--- src/rtl/aes_seq_pkg.sv ---
// Shared types and constants for the AES trace sequencer and its plaintext LFSR.
package aes_seq_pkg;

  typedef enum logic [2:0] {
    IDLE,
    LOAD,
    DRIVE,
    WAIT,
    CAPTURE,
    GAP,
    DONE
  } seq_state_e;

  // Feedback taps for x^128 + x^7 + x^2 + x + 1, applied when the MSB shifts out
  localparam logic [127:0] LFSR_TAP      = 128'h87;
  localparam logic [127:0] LFSR_ZERO_SUB = 128'h1;

endpackage

--- src/rtl/aes_seq_lfsr.sv ---
// Left-shifting Galois LFSR that supplies one fresh plaintext per trace.
// A zero seed would lock the register at zero, so it is replaced on load.
module aes_seq_lfsr
  import aes_seq_pkg::*;
#(
  parameter int DATA_W = 128
) (
  input  logic              clk,
  input  logic              rst_n,
  input  logic              load,
  input  logic [DATA_W-1:0] load_val,
  input  logic              advance,
  output logic [DATA_W-1:0] next_val
);

  logic [DATA_W-1:0] state_q;
  logic [DATA_W-1:0] state_d;

  always_comb begin
    next_val = {state_q[DATA_W-2:0], 1'b0} ^
               (state_q[DATA_W-1] ? DATA_W'(LFSR_TAP) : '0);
    state_d  = state_q;
    if (load) begin
      state_d = (load_val == '0) ? DATA_W'(LFSR_ZERO_SUB) : load_val;
    end else if (advance) begin
      state_d = next_val;
    end
  end

  always_ff @(posedge clk or negedge rst_n) begin
    if (!rst_n) state_q <= '0;
    else        state_q <= state_d;
  end

endmodule

--- src/rtl/aes_trace_sequencer.sv ---
// Drives AES_top through NUM_TRACES encryptions and captures each ciphertext.
// Define AES_SEQ_TVLA_EN to interleave a fixed plaintext (even traces) with LFSR plaintexts.
module aes_trace_sequencer
  import aes_seq_pkg::*;
#(
  parameter int DATA_W      = 128,
  parameter int NUM_TRACES  = 16,
  parameter int EN_HOLD_CYC = 51,
  parameter int GAP_CYC     = 15,
  parameter int TIMEOUT_CYC = 64,
  parameter int CNT_W       = 16
) (
  input  logic              AES_clk,
  input  logic              AES_rst_n,
  input  logic              start,
  input  logic [DATA_W-1:0] key_cfg,
  input  logic [DATA_W-1:0] seed,
  input  logic [DATA_W-1:0] fixed_pt,
  output logic              AES_en,
  output logic [DATA_W-1:0] AES_data_in,
  output logic [DATA_W-1:0] AES_key_in,
  input  logic              AES_data_out_valid,
  input  logic [DATA_W-1:0] AES_data_out,
  output logic              ct_valid,
  output logic [DATA_W-1:0] ct_out,
  output logic [DATA_W-1:0] pt_out,
  output logic [CNT_W-1:0]  trace_idx,
  output logic              busy,
  output logic              done,
`ifdef AES_SEQ_TVLA_EN
  output logic              tvla_class,
`endif
  output logic              timeout_err
);

  localparam logic [CNT_W-1:0] HOLD_LAST  = CNT_W'(EN_HOLD_CYC - 1);
  localparam logic [CNT_W-1:0] TO_LAST    = CNT_W'(TIMEOUT_CYC - 1);
  localparam logic [CNT_W-1:0] GAP_LAST   = CNT_W'((GAP_CYC == 0) ? 0 : GAP_CYC - 1);
  localparam logic [CNT_W-1:0] TRACE_LAST = CNT_W'(NUM_TRACES - 1);

  seq_state_e        state_q, state_d;
  logic [CNT_W-1:0]  cnt_q, cnt_d, trace_idx_q, trace_idx_d;
  logic [DATA_W-1:0] key_q, key_d, fixed_q, fixed_d, ct_hold_q, ct_hold_d;
  logic [DATA_W-1:0] data_in_q, data_in_d, key_in_q, key_in_d;
  logic [DATA_W-1:0] ct_out_q, ct_out_d, pt_out_q, pt_out_d;
  logic              seen_q, seen_d, valid_prev_q;
  logic              aes_en_q, aes_en_d, busy_q, busy_d, done_q, done_d;
  logic              ct_valid_q, ct_valid_d, timeout_err_q, timeout_err_d;
  logic              tvla_class_q, tvla_class_d;
  logic              lfsr_load, lfsr_adv, next_trace, use_fixed, val_rise;
  logic [DATA_W-1:0] lfsr_next;

  aes_seq_lfsr #(.DATA_W(DATA_W)) u_lfsr (
    .clk      (AES_clk),
    .rst_n    (AES_rst_n),
    .load     (lfsr_load),
    .load_val (seed),
    .advance  (lfsr_adv),
    .next_val (lfsr_next)
  );

  // Only a fresh rising edge counts, so a valid level left over from the previous trace is ignored
  assign val_rise = AES_data_out_valid & ~valid_prev_q;

`ifdef AES_SEQ_TVLA_EN
  assign use_fixed = ~trace_idx_q[0];
`else
  assign use_fixed = 1'b0;
`endif

  always_comb begin
    state_d       = state_q;
    cnt_d         = cnt_q;
    trace_idx_d   = trace_idx_q;
    key_d         = key_q;
    fixed_d       = fixed_q;
    ct_hold_d     = ct_hold_q;
    seen_d        = seen_q;
    data_in_d     = data_in_q;
    key_in_d      = key_in_q;
    ct_out_d      = ct_out_q;
    pt_out_d      = pt_out_q;
    timeout_err_d = timeout_err_q;
    tvla_class_d  = tvla_class_q;
    lfsr_load     = 1'b0;
    lfsr_adv      = 1'b0;
    next_trace    = 1'b0;

    unique case (state_q)
      IDLE: begin
        if (start) begin
          key_d         = key_cfg;
          fixed_d       = fixed_pt;
          lfsr_load     = 1'b1;
          trace_idx_d   = '0;
          timeout_err_d = 1'b0;
          state_d       = LOAD;
        end
      end
      LOAD: begin
        data_in_d = use_fixed ? fixed_q : lfsr_next;
        lfsr_adv  = ~use_fixed;
        key_in_d  = key_q;
        cnt_d     = '0;
        seen_d    = 1'b0;
        state_d   = DRIVE;
      end
      DRIVE: begin
        if (val_rise && !seen_q) begin
          seen_d    = 1'b1;
          ct_hold_d = AES_data_out;
        end
        if (cnt_q == HOLD_LAST) begin
          cnt_d   = '0;
          state_d = (seen_q || val_rise) ? CAPTURE : WAIT;
        end else begin
          cnt_d = cnt_q + CNT_W'(1);
        end
      end
      WAIT: begin
        if (val_rise) begin
          state_d = CAPTURE;
        end else if (cnt_q == TO_LAST) begin
          timeout_err_d = 1'b1;
          state_d       = DONE;
        end else begin
          cnt_d = cnt_q + CNT_W'(1);
        end
      end
      CAPTURE: begin
        cnt_d = '0;
        if (GAP_CYC == 0) next_trace = 1'b1;
        else              state_d    = GAP;
      end
      GAP: begin
        if (cnt_q == GAP_LAST) next_trace = 1'b1;
        else                   cnt_d      = cnt_q + CNT_W'(1);
      end
      DONE:    state_d = IDLE;
      default: state_d = IDLE;
    endcase

    if (next_trace) begin
      if (trace_idx_q == TRACE_LAST) begin
        state_d = DONE;
      end else begin
        trace_idx_d = trace_idx_q + CNT_W'(1);
        state_d     = LOAD;
      end
    end

    // A valid seen during DRIVE was parked in ct_hold; otherwise it is on the bus right now
    if (state_d == CAPTURE) begin
      ct_out_d     = seen_q ? ct_hold_q : AES_data_out;
      pt_out_d     = data_in_q;
      tvla_class_d = trace_idx_q[0];
    end

    aes_en_d   = (state_d == DRIVE);
    busy_d     = state_d inside {LOAD, DRIVE, WAIT, CAPTURE, GAP};
    done_d     = (state_d == DONE);
    ct_valid_d = (state_d == CAPTURE);
  end

  always_ff @(posedge AES_clk or negedge AES_rst_n) begin
    if (!AES_rst_n) begin
      state_q       <= IDLE;
      cnt_q         <= '0;
      trace_idx_q   <= '0;
      key_q         <= '0;
      fixed_q       <= '0;
      ct_hold_q     <= '0;
      seen_q        <= 1'b0;
      valid_prev_q  <= 1'b0;
      data_in_q     <= '0;
      key_in_q      <= '0;
      ct_out_q      <= '0;
      pt_out_q      <= '0;
      aes_en_q      <= 1'b0;
      busy_q        <= 1'b0;
      done_q        <= 1'b0;
      ct_valid_q    <= 1'b0;
      timeout_err_q <= 1'b0;
      tvla_class_q  <= 1'b0;
    end else begin
      state_q       <= state_d;
      cnt_q         <= cnt_d;
      trace_idx_q   <= trace_idx_d;
      key_q         <= key_d;
      fixed_q       <= fixed_d;
      ct_hold_q     <= ct_hold_d;
      seen_q        <= seen_d;
      valid_prev_q  <= AES_data_out_valid;
      data_in_q     <= data_in_d;
      key_in_q      <= key_in_d;
      ct_out_q      <= ct_out_d;
      pt_out_q      <= pt_out_d;
      aes_en_q      <= aes_en_d;
      busy_q        <= busy_d;
      done_q        <= done_d;
      ct_valid_q    <= ct_valid_d;
      timeout_err_q <= timeout_err_d;
      tvla_class_q  <= tvla_class_d;
    end
  end

  assign AES_en      = aes_en_q;
  assign AES_data_in = data_in_q;
  assign AES_key_in  = key_in_q;
  assign ct_valid    = ct_valid_q;
  assign ct_out      = ct_out_q;
  assign pt_out      = pt_out_q;
  assign trace_idx   = trace_idx_q;
  assign busy        = busy_q;
  assign done        = done_q;
  assign timeout_err = timeout_err_q;
`ifdef AES_SEQ_TVLA_EN
  assign tvla_class  = tvla_class_q;
`else
  logic unused_tvla_class;
  assign unused_tvla_class = tvla_class_q;
`endif

endmodule

--- config.mk ---
export PLATFORM = sky130hd
export DESIGN_NAME = aes_trace_sequencer
export DESIGN_NICKNAME = d
export VERILOG_FILES = /design/src/rtl/aes_seq_pkg.sv /design/src/rtl/aes_seq_lfsr.sv /design/src/rtl/aes_trace_sequencer.sv
export SDC_FILE = /design/constraint.sdc
export NUM_CORES = 2
export LEC_CHECK = 0
export ABC_AREA = 0
export CAP_MARGIN = 20
export CORE_ASPECT_RATIO = 0.7
export CORE_MARGIN = 10
export CORE_UTILIZATION = 25
export CTS_CLUSTER_SIZE = 30
export DETAILED_ROUTE_END_ITERATION = 8
export PLACE_DENSITY = 0.51
export SKIP_CTS_REPAIR_TIMING = 1
export SYNTH_ARGS = -nofsm -noshare
export SYNTH_HDL_FRONTEND = slang
export SYNTH_SLANG_ARGS = --single-unit
export TNS_END_PERCENT = 1
--- constraint.sdc ---
create_clock -name AES_clk -period 5.18 [get_ports AES_clk]
set_clock_uncertainty 0.2 [all_clocks]
set_input_delay 1.036 -clock AES_clk [delete_from_list [all_inputs] [get_ports AES_clk]]
set_output_delay 1.036 -clock AES_clk [all_outputs]
set_load 0.02 [all_outputs]
==> impl_metrics.env <==
export IMPL_ir_drop_uv=315
export IMPL_post_drt_via_cell_ratio=4.40
export IMPL_final_area_um2=52700
export IMPL_finalCritPeriodShare=0.683
export IMPL_yosysWarnings=0
export IMPL_htree_levels=3
export IMPL_fin_total_pwr_mw=34.5
export IMPL_drv_cap=0
export IMPL_reg2reg_to="ct_out[50]$_DFFE_PN0P_"
export IMPL_first_global_vias=28500
export IMPL_clock_sinks=938
export IMPL_crit_required_ns=5.55
export IMPL_synthXorXnorAreaFrac=0.00163
export IMPL_syn_avg_cell_area_um2=11.0
export IMPL_drt_iter0_markers=1521
export IMPL_crit_path_start="cnt_q[0]$_DFFE_PN0P_"
export IMPL_grt_antenna_before_repair=30
export IMPL_drt_wl_total_um=134000
export IMPL_ff2ff_path_depth=10
export IMPL_intPower_mw=21.5
export IMPL_syn2layout_area_growth_pct=39.7
export IMPL_ioPinCount=1049
export IMPL_worst_ep_arrival_time_ns=3.91
export IMPL_worst_slew_pin_slew_ns=1.04
export IMPL_synthAdderAreaFrac=0.000996
export IMPL_crit_type="reg -> reg"
export IMPL_antenna_left=0
export IMPL_io_buffers=920
export IMPL_async_flop_share=1.00
export IMPL_fin_setup_tns_ns=0
export IMPL_rsz0062_at_grt="false"
export IMPL_rrSetupSlack_ns=1.64
export IMPL_critPathLaunchType="flop"
export IMPL_fmax_ghz=0.282
export IMPL_vias=28200
export IMPL_outcome="completed"
export IMPL_powerDensity_nw_per_um2=656
export IMPL_yosysUniqueCellTypes=48
export IMPL_slew_headroom=0.304
export IMPL_yosysSeqAreaShare=0.623
export IMPL_worstHoldPathType="in -> async"
export IMPL_timing_rr_start="cnt_q[0]$_DFFE_PN0P_"
export IMPL_period_minus_slack_ns=3.54
export IMPL_die_x_um=484
export IMPL_end_kind="flop"
export IMPL_nets=4834
export IMPL_grt_overflow_total=0
export IMPL_switching_power_mw=13.0
export IMPL_clockRootBuffer="clkbuf_16"
export IMPL_place_congestion=0.800
export IMPL_start_util=0.251
export IMPL_endpoint="ct_out[50]$_DFFE_PN0P_"
export IMPL_clockBufferDepth=3
export IMPL_first_pass_iters=6
export IMPL_muxShareOfSynthArea=0.153
export IMPL_dieArea_um2=167000
export IMPL_cts_buffers_inserted=102
export IMPL_synth_edf_count=0
export IMPL_drv_slew=0
export IMPL_crit_fanout=89
export IMPL_place_area_um2=49300
export IMPL_clk_pin_slew_worst_paths_ns=0.06
export IMPL_fin_hold_ws_ns=0.182
export IMPL_drc=0
export IMPL_grt_use_total=0.154
export IMPL_layout_drive_gt1_share=0.116
export IMPL_grt_max_degree=144
export IMPL_power_leakage_nw=24.0
export IMPL_synth_compound_area_frac=0.0320
export IMPL_grt_first_pass_wirelength_um=196000
export IMPL_synth_simple_gate_area_frac=0.166
export IMPL_rows=119
export IMPL_clock_latency_ns=0.71
export IMPL_pwr_share_comb=0.411
export IMPL_routedWlPerCell_um=20.9
export IMPL_hold_viol=0
export IMPL_die_h_um=345
export IMPL_sw_frac_of_total=0.376
export IMPL_synth_main_ff_cell="dfrtp_1"
export IMPL_synth_top_family_by_area="simple AND/OR/NAND/NOR gates"
export IMPL_clkPwrFrac=0.214
export IMPL_cts_tree="done"
export IMPL_syn_inst=3431
export IMPL_syn_cell_area_um2=37700
export IMPL_setup_viol=0
export IMPL_core_area_um2=150000
export IMPL_ys_seq_elements=938
export IMPL_p_seq_frac=0.375
export IMPL_syn_nets=3950
export IMPL_dp_hpwl_um=96400
==> flip-flops by register name, summed over array words and instances (netlist names), 3 cells and up <==
name and cells:
pt_out 128, AES_data_in 128, cnt_q 16, AES_key_in 128, ct_hold_q 128, key_q 128, u_lfsr.state_q 128, state_q 3
trace_idx 16, ct_out 128
==> how the worst min path moves through the flow <==
| stage | end | slack (ns) | cells past startpoint | from |
|---|---|---|---|---|
| 5_1_grt | AES_data_in[100]$_DFFE_PN0P_ | 0.21 | 1 | AES_rst_n |
| 3_5_place_dp | AES_key_in[52]$_DFFE_PN0P_ | 0.25 | 2 | key_q[52]$_DFFE_PN0P_ |
| 3_3_place_gp | AES_key_in[34]$_DFFE_PN0P_ | 0.25 | 2 | key_q[34]$_DFFE_PN0P_ |
| 6_report | AES_data_in[100]$_DFFE_PN0P_ | 0.18 | 1 | AES_rst_n |
| 4_1_cts | AES_data_in[100]$_DFFE_PN0P_ | 0.16 | 1 | AES_rst_n |
| 2_1_floorplan | AES_key_in[0]$_DFFE_PN0P_ | 0.24 | 2 | key_q[0]$_DFFE_PN0P_ |
==> cell families after synthesis <==
group / count (synthesis)
AO/OA/AOI/OAI: 191
XOR/XNOR: 7
adder cells (fa/ha/maj): 3
buffers and inverters: 202
flip-flops: 938
multiplexers: 514
AND/OR/NAND/NOR: 1576
==> metrics by stage <==
stage	std cells	util	setup WS [ns]
5_1_grt	6402	0.351	1.40
3_3_place_gp	6207	0.328	1.03
6_report	6408	0.351	1.64
3_5_place_dp	6207	0.328	0.973
4_1_cts	6390	0.351	1.63
2_1_floorplan	3431	-	2.22
==> layout by cell type (no fill, tap or decap), types with 3 or more instances in the layout <==
| cell type | count |
|---|---|
| o211ai_1 | 7 |
| clkinv_2 | 8 |
| xor2_1 | 4 |
| buf_12 | 18 |
| and3_1 | 8 |
| nand3_1 | 15 |
| clkbuf_8 | 31 |
| nand4_1 | 16 |
| o21ai_0 | 21 |
| mux2_2 | 283 |
| a31oi_1 | 126 |
| a21oi_1 | 10 |
| or3_1 | 7 |
| or4_1 | 7 |
| clkdlybuf4s50_1 | 919 |
| bufinv_16 | 3 |
| a41oi_1 | 3 |
| inv_6 | 4 |
| nor2b_1 | 3 |
| clkbuf_16 | 104 |
| inv_1 | 7 |
| clkinvlp_4 | 4 |
| ha_1 | 3 |
| buf_4 | 37 |
| nor2_1 | 156 |
| nand2b_1 | 5 |
| clkbuf_1 | 26 |
| mux2_1 | 229 |
| nor4_1 | 34 |
| dfrtp_1 | 937 |
| xnor2_1 | 3 |
| o31ai_1 | 15 |
| nor3_1 | 5 |
| nand2_1 | 1299 |
| and4_1 | 3 |
| diode_2 | 18 |
==> cells in the mapped netlist, types with 5 or more instances <==
| cell | n | area share |
|---|---|---|
| nand4_1 | 16 | 0.0027 |
| clkbuf_1 | 160 | 0.016 |
| inv_1 | 7 | 0.00070 |
| o21ai_0 | 21 | 0.0028 |
| nand3_1 | 16 | 0.0021 |
| a31oi_1 | 126 | 0.021 |
| mux2_1 | 229 | 0.068 |
| a21oi_1 | 10 | 0.0013 |
| nand2b_1 | 5 | 0.00083 |
| nor3_1 | 5 | 0.00066 |
| and3_1 | 8 | 0.0013 |
| dfrtp_1 | 938 | 0.62 |
| nor4_1 | 35 | 0.0058 |
| or4_1 | 8 | 0.0016 |
| o31ai_1 | 15 | 0.0030 |
| nand2_1 | 1300 | 0.13 |
| buf_4 | 22 | 0.0044 |
| o211ai_1 | 7 | 0.0014 |
| mux2_2 | 283 | 0.085 |
| buf_1 | 6 | 0.00060 |
| nor2_1 | 157 | 0.016 |
| or3_1 | 7 | 0.0012 |
==> worst max-delay path: stages (launching register included) <==
cell and delay (ns):
dfrtp_1 0.43, inv_1 0.08, ha_1 0.18, nor3b_1 0.39, o21ai_1 0.18, o21bai_1 0.17
a41oi_1 0.31, nor3b_4 0.30, buf_12 0.24, buf_12 0.46, mux2_1 0.38
==> per-layer routing <==
layer  global-route usage  up-vias  share of wire
li1                     -    13200              -
met1                0.194    14100           0.43
met2                0.247      710           0.47
met3               0.0528      203          0.071
met4               0.0532       30          0.031
met5                    0        -         0.0014
==> power groups by stage <==
stage          Combinational [mW]  Sequential (mW)  Clock [mW]
2_1_floorplan                5.85             14.6           0
3_3_place_gp                 14.4             13.0           0
3_5_place_dp                 14.5             13.1           0
4_1_cts                      14.5             13.0        7.64
5_1_grt                      15.5             13.4        7.95
6_report                     14.2             13.0        7.38
==> area by class of cell <==
class,instances,area [um^2]
Tap cell,1996,2500
Fill cell,15100,97400
Timing Repair Buffer,975,9850
Inverter,7,26.3
Antenna cell,18,45.0
Clock inverter,22,231
Multi-Input combinational cell,2291,13400
Sequential cell,938,23500
Clock buffer,161,3130
Note: power is estimated with default switching activity, not from simulation.
